===== src/rtl/ro_puf_engine.sv =====
// ro_puf_engine: ring-oscillator PUF engine; measures each RO over a CLK window and compares adjacent counts.
// The ROs are external (RO_EN/RO_CFG out, RO_OUT in); define RO_PUF_READBACK_EN to add the CNT_SEL/CNT_DATA count readback.
module ro_puf_engine #(
    parameter int NUM_RO   = 9,
    parameter int CNT_W    = 32,
    parameter int WINDOW   = 'hFFFFFF,
    parameter int SETTLE   = 4,
    parameter int RO_CFG_W = 6
) (
    input  logic                       CLK,
    input  logic                       RESET,
    input  logic                       START,
    input  logic [7:0]                 CHALLENGE,
    input  logic [NUM_RO-1:0]          RO_OUT,
    output logic                       BUSY,
    output logic                       DONE,
    output logic [NUM_RO-2:0]          RESPONSE,
    output logic [NUM_RO-1:0]          RO_EN,
    output logic [RO_CFG_W-1:0]        RO_CFG
`ifdef RO_PUF_READBACK_EN
    ,
    input  logic [$clog2(NUM_RO)-1:0]  CNT_SEL,
    output logic [CNT_W-1:0]           CNT_DATA
`endif
);
    localparam int IW = $clog2(NUM_RO);
    localparam int TW = $clog2(WINDOW > SETTLE ? WINDOW : SETTLE) + 1;

    typedef enum logic [2:0] {
        S_IDLE, S_CLEAR, S_MEASURE, S_SETTLE, S_CAPTURE, S_COMPARE, S_DONE
    } state_t;

    state_t              state_q, state_d;
    logic [IW-1:0]       idx_q, idx_d;
    logic [TW-1:0]       tmr_q, tmr_d;
    logic [7:0]          chal_q, chal_d;
    logic [CNT_W-1:0]    cnt_q [NUM_RO];
    logic [CNT_W-1:0]    cnt_d [NUM_RO];
    logic [NUM_RO-2:0]   resp_q, resp_d;
    logic [NUM_RO-1:0]   en_q, en_d;
    logic                clr_q, clr_d;
    logic [CNT_W-1:0]    ro_cnt_q, ro_cnt_d;
    logic                ro_clk;
    logic                ro_rst;

    always_comb begin
        state_d = state_q;
        idx_d   = idx_q;
        tmr_d   = tmr_q;
        chal_d  = chal_q;
        cnt_d   = cnt_q;
        resp_d  = resp_q;
        case (state_q)
            S_IDLE: if (START) begin
                chal_d  = CHALLENGE;
                idx_d   = '0;
                state_d = S_CLEAR;
            end
            S_CLEAR: begin
                tmr_d   = TW'(WINDOW - 1);
                state_d = S_MEASURE;
            end
            S_MEASURE: if (tmr_q == '0) begin
                tmr_d   = TW'(SETTLE - 1);
                state_d = S_SETTLE;
            end else tmr_d = tmr_q - 1'b1;
            S_SETTLE: if (tmr_q == '0) state_d = S_CAPTURE; else tmr_d = tmr_q - 1'b1;
            S_CAPTURE: begin
                cnt_d[idx_q] = ro_cnt_q;
                if (idx_q == IW'(NUM_RO - 1)) state_d = S_COMPARE;
                else begin
                    idx_d   = idx_q + 1'b1;
                    state_d = S_CLEAR;
                end
            end
            S_COMPARE: begin
                for (int i = 0; i < NUM_RO - 1; i++) resp_d[i] = cnt_q[i] > cnt_q[i+1];
                state_d = S_DONE;
            end
            default: state_d = S_IDLE;
        endcase
        // Enables and counter clear are registered so the RO side sees glitch-free controls
        clr_d = state_d == S_CLEAR;
        en_d  = '0;
        if (state_d == S_MEASURE) en_d[idx_d] = 1'b1;
    end

    always_ff @(posedge CLK or posedge RESET) begin
        if (RESET) begin
            state_q <= S_IDLE;
            idx_q   <= '0;
            tmr_q   <= '0;
            chal_q  <= '0;
            cnt_q   <= '{default: '0};
            resp_q  <= '0;
            en_q    <= '0;
            clr_q   <= 1'b0;
        end else begin
            state_q <= state_d;
            idx_q   <= idx_d;
            tmr_q   <= tmr_d;
            chal_q  <= chal_d;
            cnt_q   <= cnt_d;
            resp_q  <= resp_d;
            en_q    <= en_d;
            clr_q   <= clr_d;
        end
    end

    // RO-domain edge counter; quasi-static by the time CAPTURE samples it
    assign ro_clk = RO_OUT[idx_q];
    assign ro_rst = RESET | clr_q;

    always_comb ro_cnt_d = ro_cnt_q + 1'b1;

    always_ff @(posedge ro_clk or posedge ro_rst) begin
        if (ro_rst) ro_cnt_q <= '0;
        else        ro_cnt_q <= ro_cnt_d;
    end

    assign BUSY     = state_q != S_IDLE && state_q != S_DONE;
    assign DONE     = state_q == S_DONE;
    assign RESPONSE = resp_q;
    assign RO_EN    = en_q;
    assign RO_CFG   = chal_q[RO_CFG_W-1:0];

`ifdef RO_PUF_READBACK_EN
    logic [CNT_W-1:0] cnt_data_q, cnt_data_d;

    always_comb cnt_data_d = (int'(CNT_SEL) < NUM_RO) ? cnt_q[CNT_SEL] : '0;

    always_ff @(posedge CLK or posedge RESET) begin
        if (RESET) cnt_data_q <= '0;
        else       cnt_data_q <= cnt_data_d;
    end

    assign CNT_DATA = cnt_data_q;
`endif
endmodule


===== config.mk =====
export PLATFORM = sky130hd
export DESIGN_NAME = ro_puf_engine
export DESIGN_NICKNAME = d
export VERILOG_FILES = /design/src/rtl/ro_puf_engine.sv
export SDC_FILE = /design/constraint.sdc
export NUM_CORES = 1
export LEC_CHECK = 0
export CAP_MARGIN = 25
export CORE_UTILIZATION = 50
export CTS_CLUSTER_SIZE = 25
export DETAILED_ROUTE_END_ITERATION = 7
export GPL_TIMING_DRIVEN = 0
export PLACE_DENSITY_LB_ADDON = 0.3
export SKIP_LAST_GASP = 1
export SYNTH_ARGS = -nofsm -noshare
export SYNTH_HDL_FRONTEND = slang
export SYNTH_SLANG_ARGS = --single-unit

===== constraint.sdc =====
create_clock -name CLK -period 34.2 [get_ports CLK]
set_input_delay 5.13 -clock CLK [delete_from_list [all_inputs] [get_ports CLK]]
set_output_delay 5.13 -clock CLK [all_outputs]
set_load 0.02 [all_outputs]

Word-level counts from Yosys, hierarchy flattened
Index checks and enable logic that the tools add are counted.
{"block": "totals", "regBits": 376, "in_bits": 20, "output_inout_bits": 25, "wordCells": 74}
{"block": "classes", "addsub": 3, "order_cmp": 13, "eq_ne": 11, "n_mux": 19, "n_bitwise": 2, "n_reduce_logical": 9}
{"cell": "$bwmux W288", "count": 1}
{"cell": "$gt A32 B32 Y1", "count": 8}
{"cell": "$demux W32 S4", "count": 1}
{"cell": "$pmux W25 S3", "count": 1}
{"cell": "$mux W25", "count": 2}
{"cell": "$add A32 B1 Y32 const B", "count": 1}
{"cell": "$mux W32", "count": 1}
{"cell": "$logic_not A25 Y1", "count": 1}
{"cell": "$sub A25 B1 Y25 const B", "count": 1}
{"cell": "$pmux W3 S6", "count": 1}
{"cell": "$mux W3", "count": 4}
{"cell": "$lt A4 B5 Y1 const B", "count": 2}
{"cell": "$eq A3 B2 Y1 const B", "count": 3}
{"cell": "$eq A3 B3 Y1 const B", "count": 3}
{"cell": "$mux W9", "count": 1}
{"cell": "$mux W4", "count": 2}
{"cell": "$pmux W4 S2", "count": 1}
{"cell": "$eq A3 B1 Y1 const B", "count": 2}
{"cell": "$reduce_bool A3 Y1", "count": 2}
{"cell": "$ge A5 B5 Y1 const B", "count": 1}
{"cell": "$lt A5 B1 Y1 const B", "count": 1}
{"cell": "$not A4 Y5", "count": 1}
{"cell": "$add A4 B1 Y4 const B", "count": 1}
{"cell": "$bmux W1 S4", "count": 1}
{"cell": "other kinds (10)", "count": 14}

Longest topological paths before layout
{"block": "logic_depth", "depth_word": 8, "depth_mapped": 8, "depth_no_buf": 7}

==> key figures <==
Pwr
  – Comb pwr share: 1.5%
  – Clock power frac: 53.0%
  – Psw: between 150 and 200 uW
  – Register share of total power: 45.5%
  – Static leakage: around 11 nW
  – Max IR drop VDD: 0.03522 mV
  – Pwr/cell area: 37.31 nW/um^2
  – P_int: 711.9 uW
  – Sw Share: 20.96%

Place
  – Routability cong.: 0.9692
  – Post-DP HPWL: between 30 and 40 mm
  – Input/output buffers: 42
  – DP Area: about 23000 sq um

Yosys
  – Sequential share of the synthesized area: 43.88%
  – Avg Inst Size Synth: ~11 sq um
  – Top FF cell, synth: dfrtp_1
  – Synth Cell Area: 21440 sq um
  – Syn Inst Count: 2033
  – Asr flop ratio synth: 100.0%
  – Net Count, Synth: 2316
  – Netlist cell types: slightly above 60
  – Number of synthesized register bits: 376
  – Number of synthesized flops with an enable pin: 0
  – YS warnings: 0

Worst setup path
  – Startpoint types: flop
  – WS Path Type: reg2out
  – Critical Path Fanout Max: 10
  – Beginning of the critical path: state_q[1]
  – CP arrival: 2.79 ns
  – CP endpoint kind: output port
  – WP data required: 29.07 ns
  – RR Startpoint: state_q[1]

Job
  – Max-cap violations: 0

Worst hold path
  – Tightest Hold Check Type: reg2reg
  – Hold_sp: cnt_q[256]

Run status
  – Outcome: complete, no violations

Cells and area
  – Leading cell type in the layout, fill and taps excluded: dfrtp_1
  – Fillers: between 3000 and 4000
  – Post-route cell area: 24140 sq um
  – Final net count: between 2000 and 2500
  – Ratio of cells with drive above 1 in the final layout: between 10% and 20%
  – Commonest cells after routing, fill and taps aside: dfrtp_1, inv_1, ha_1
  – Layout overhead on the synthesized area: 12.57%
  – Diode count: 0
  – Final core utilization: 57.29%

Drt
  – # DRC: 0
  – Wirelength, routed: approximately 48 mm
  – Routed WL per cell: 17.66 um
  – Vias after detailed routing: 15200
  – 1st-iter DRT viols: 698
  – Avg Vias per Cell: 5.639
  – Pre-Repair DR Iteration Count: 5
  – ANT nets after route: 0

Die
  – Io pins: 45
  – Starting Density: 50.89%
  – Die Span Y: about 210 um
  – Chip Width: 209.1 um
  – Die ar.: 43720 sq um
  – Row count: 75
  – Core region area: 42130 sq um

Clock network
  – Setup bufs post-CTS: 0
  – Num CTS Buffers: 41
  – Skew-Pair Late Insertion Delay: roughly 0.58 ns
  – Post-CTS sizing: 0
  – H-tree level count: 2
  – Post-CTS Hold Fix Bufs: 0
  – Reg clk slew, reported paths: 0.06 ns
  – CTS tree: yes
  – CTS max path bufs: 3
  – Clock Root Buffer: clkbuf_16

STA
  – Post-Route Setup TNS: 0 ns
  – Final Critical Period: 7.924 ns
  – Endpoints left unconstrained: 32
  – Final slew viol count: 0
  – Actual slew at the worst max-slew pin: 1.045 ns
  – RSZ-0062 raised after global routing: no
  – Skew final: 0.02095 ns
  – Setup violators final: 0
  – Fmax achieved: 0.1262 GHz
  – Final worst-path cycle share: 23.17%
  – Hold Vio Cnt, Final: 0
  – Register pins left without a clock: 32
  – Rel. slew slack: 28.56%

Global route
  – GRT overflow: 0
  – First-pass GRT wire length: between 70 and 80 mm
  – Overall Global Routing Usage: 22.58%
  – Vias in the first global route: 15610
  – Initial antenna violation count: 1
  – Largest net degree at the start of global routing: 133
[critical path, cell delays in order (launching register included)]
cell	delay, ns
dfrtp_1	0.42
clkbuf_1	0.37
inv_1	0.19
nor2_1	0.44
or3_1	0.20
clkdlybuf4s50_1	0.60
[synth_stat cells, types with 3 or more instances]
cell,count,area [sq um]
nor4_1,19,118.9
inv_1,275,1032
o41ai_1,7,61.31
dfrtp_1,376,9409
a2111oi_0,5,43.79
or4_1,8,60.06
a211oi_1,18,135.1
a31oi_1,8,50.05
xor2_1,8,70.07
nand3b_1,3,22.52
nand3_1,56,280.3
xnor2_1,24,210.2
nand4b_1,5,43.79
nand4_1,68,425.4
nand2_1,118,442.9
a311oi_1,4,35.03
a41oi_1,3,26.28
and4_1,20,175.2
buf_1,3,11.26
nor2_1,34,127.6
or3_1,8,50.05
and3_1,6,37.54
mux2_2,248,2793
and2_1,4,25.02
nand2b_1,8,50.05
nor3b_1,5,37.54
nor2b_1,11,68.82
clkbuf_1,75,281.5
nor3_1,42,210.2
mux2i_1,3,30.03
ha_1,263,3291
a21oi_2,7,61.31
o31ai_1,6,45.04
a21oi_1,114,570.6
a21o_1,36,270.3
a21boi_0,6,45.04
o211ai_1,15,112.6
o21ai_0,87,435.4
[sequential cells by signal, summed over array words and instances (netlist names)]
register  flops
cnt_q       288
ro_cnt_q     32
state_q       3
RESPONSE      8
clr_q         1
RO_EN         9
chal_q        6
tmr_q        25
idx_q         4
[metrics by stage]
| step | cells | power [mW] | hold slack [ns] | setup WS [ns] |
|---|---|---|---|---|
| finish | 2695 | 0.9007 | 0.4973 | 26.28 |
| detailed placement | 2619 | 0.4316 | 0.4717 | 26.70 |
| CTS | 2694 | 0.9118 | 0.5039 | 26.27 |
| global route | 2695 | 0.9285 | 0.5190 | 26.15 |
| global placement | 2614 | 0.4305 | 0.4632 | 15.48 |
| floorplan | 2033 | 0.4249 | 0.4498 | 19.53 |
[power by group through the flow]
| stage | clock network, mW | registers [mW] | logic (mW) |
|---|---|---|---|
| 5_1_grt | 0.503 | 0.409 | 0.0163 |
| 2_1_floorplan | 0 | 0.418 | 0.00733 |
| 3_5_place_dp | 0 | 0.417 | 0.0148 |
| 6_report | 0.477 | 0.410 | 0.0140 |
| 3_3_place_gp | 0 | 0.417 | 0.0132 |
| 4_1_cts | 0.488 | 0.409 | 0.0148 |
[metal layers]
layer,global-route usage (%),routed length (um)
met3,3.036,1561
met1,30.29,21900
met5,0,0
met2,37.71,22860
met4,7.505,1260
[logic make-up (layout without fill, tap and decap cells)]
kind of cell	count (synthesis)	count (layout)	synth area share [%]
compound gates	333	333	9.511
simple gates	420	420	10.37
flops	376	376	43.88
buf+inv	357	480	6.313
mux	252	252	13.27
xor+xnor	32	32	1.307
fa+ha+maj	263	263	15.35
[cell type report]
type | count | area (sq um) | area share [%]
Tap cell | 539 | 674.4 | 2.794
Clock inverter | 17 | 292.8 | 1.213
Clock buffer | 58 | 1201 | 4.976
Multi-Input combinational cell | 1300 | 10690 | 44.29
Buffer | 82 | 321.6 | 1.332
Timing Repair Buffer | 48 | 508.0 | 2.104
Inverter | 275 | 1040 | 4.307
Sequential cell | 376 | 9409 | 38.98
[path summary, 6_finish.rpt]
check                        endpoint  cells past startpoint  slack (ns)
hold reg to reg            cnt_q[256]                      2        0.50
hold / removal             cnt_q[256]                      2        0.50
min in group asynchronous  state_q[0]                      2        5.17
max in group asynchronous   cnt_q[35]                      3       27.94
setup / recovery                 BUSY                      5       26.28
setup reg to reg           cnt_q[279]                      6       31.15
No activity file was read; power rests on OpenSTA's default activity.
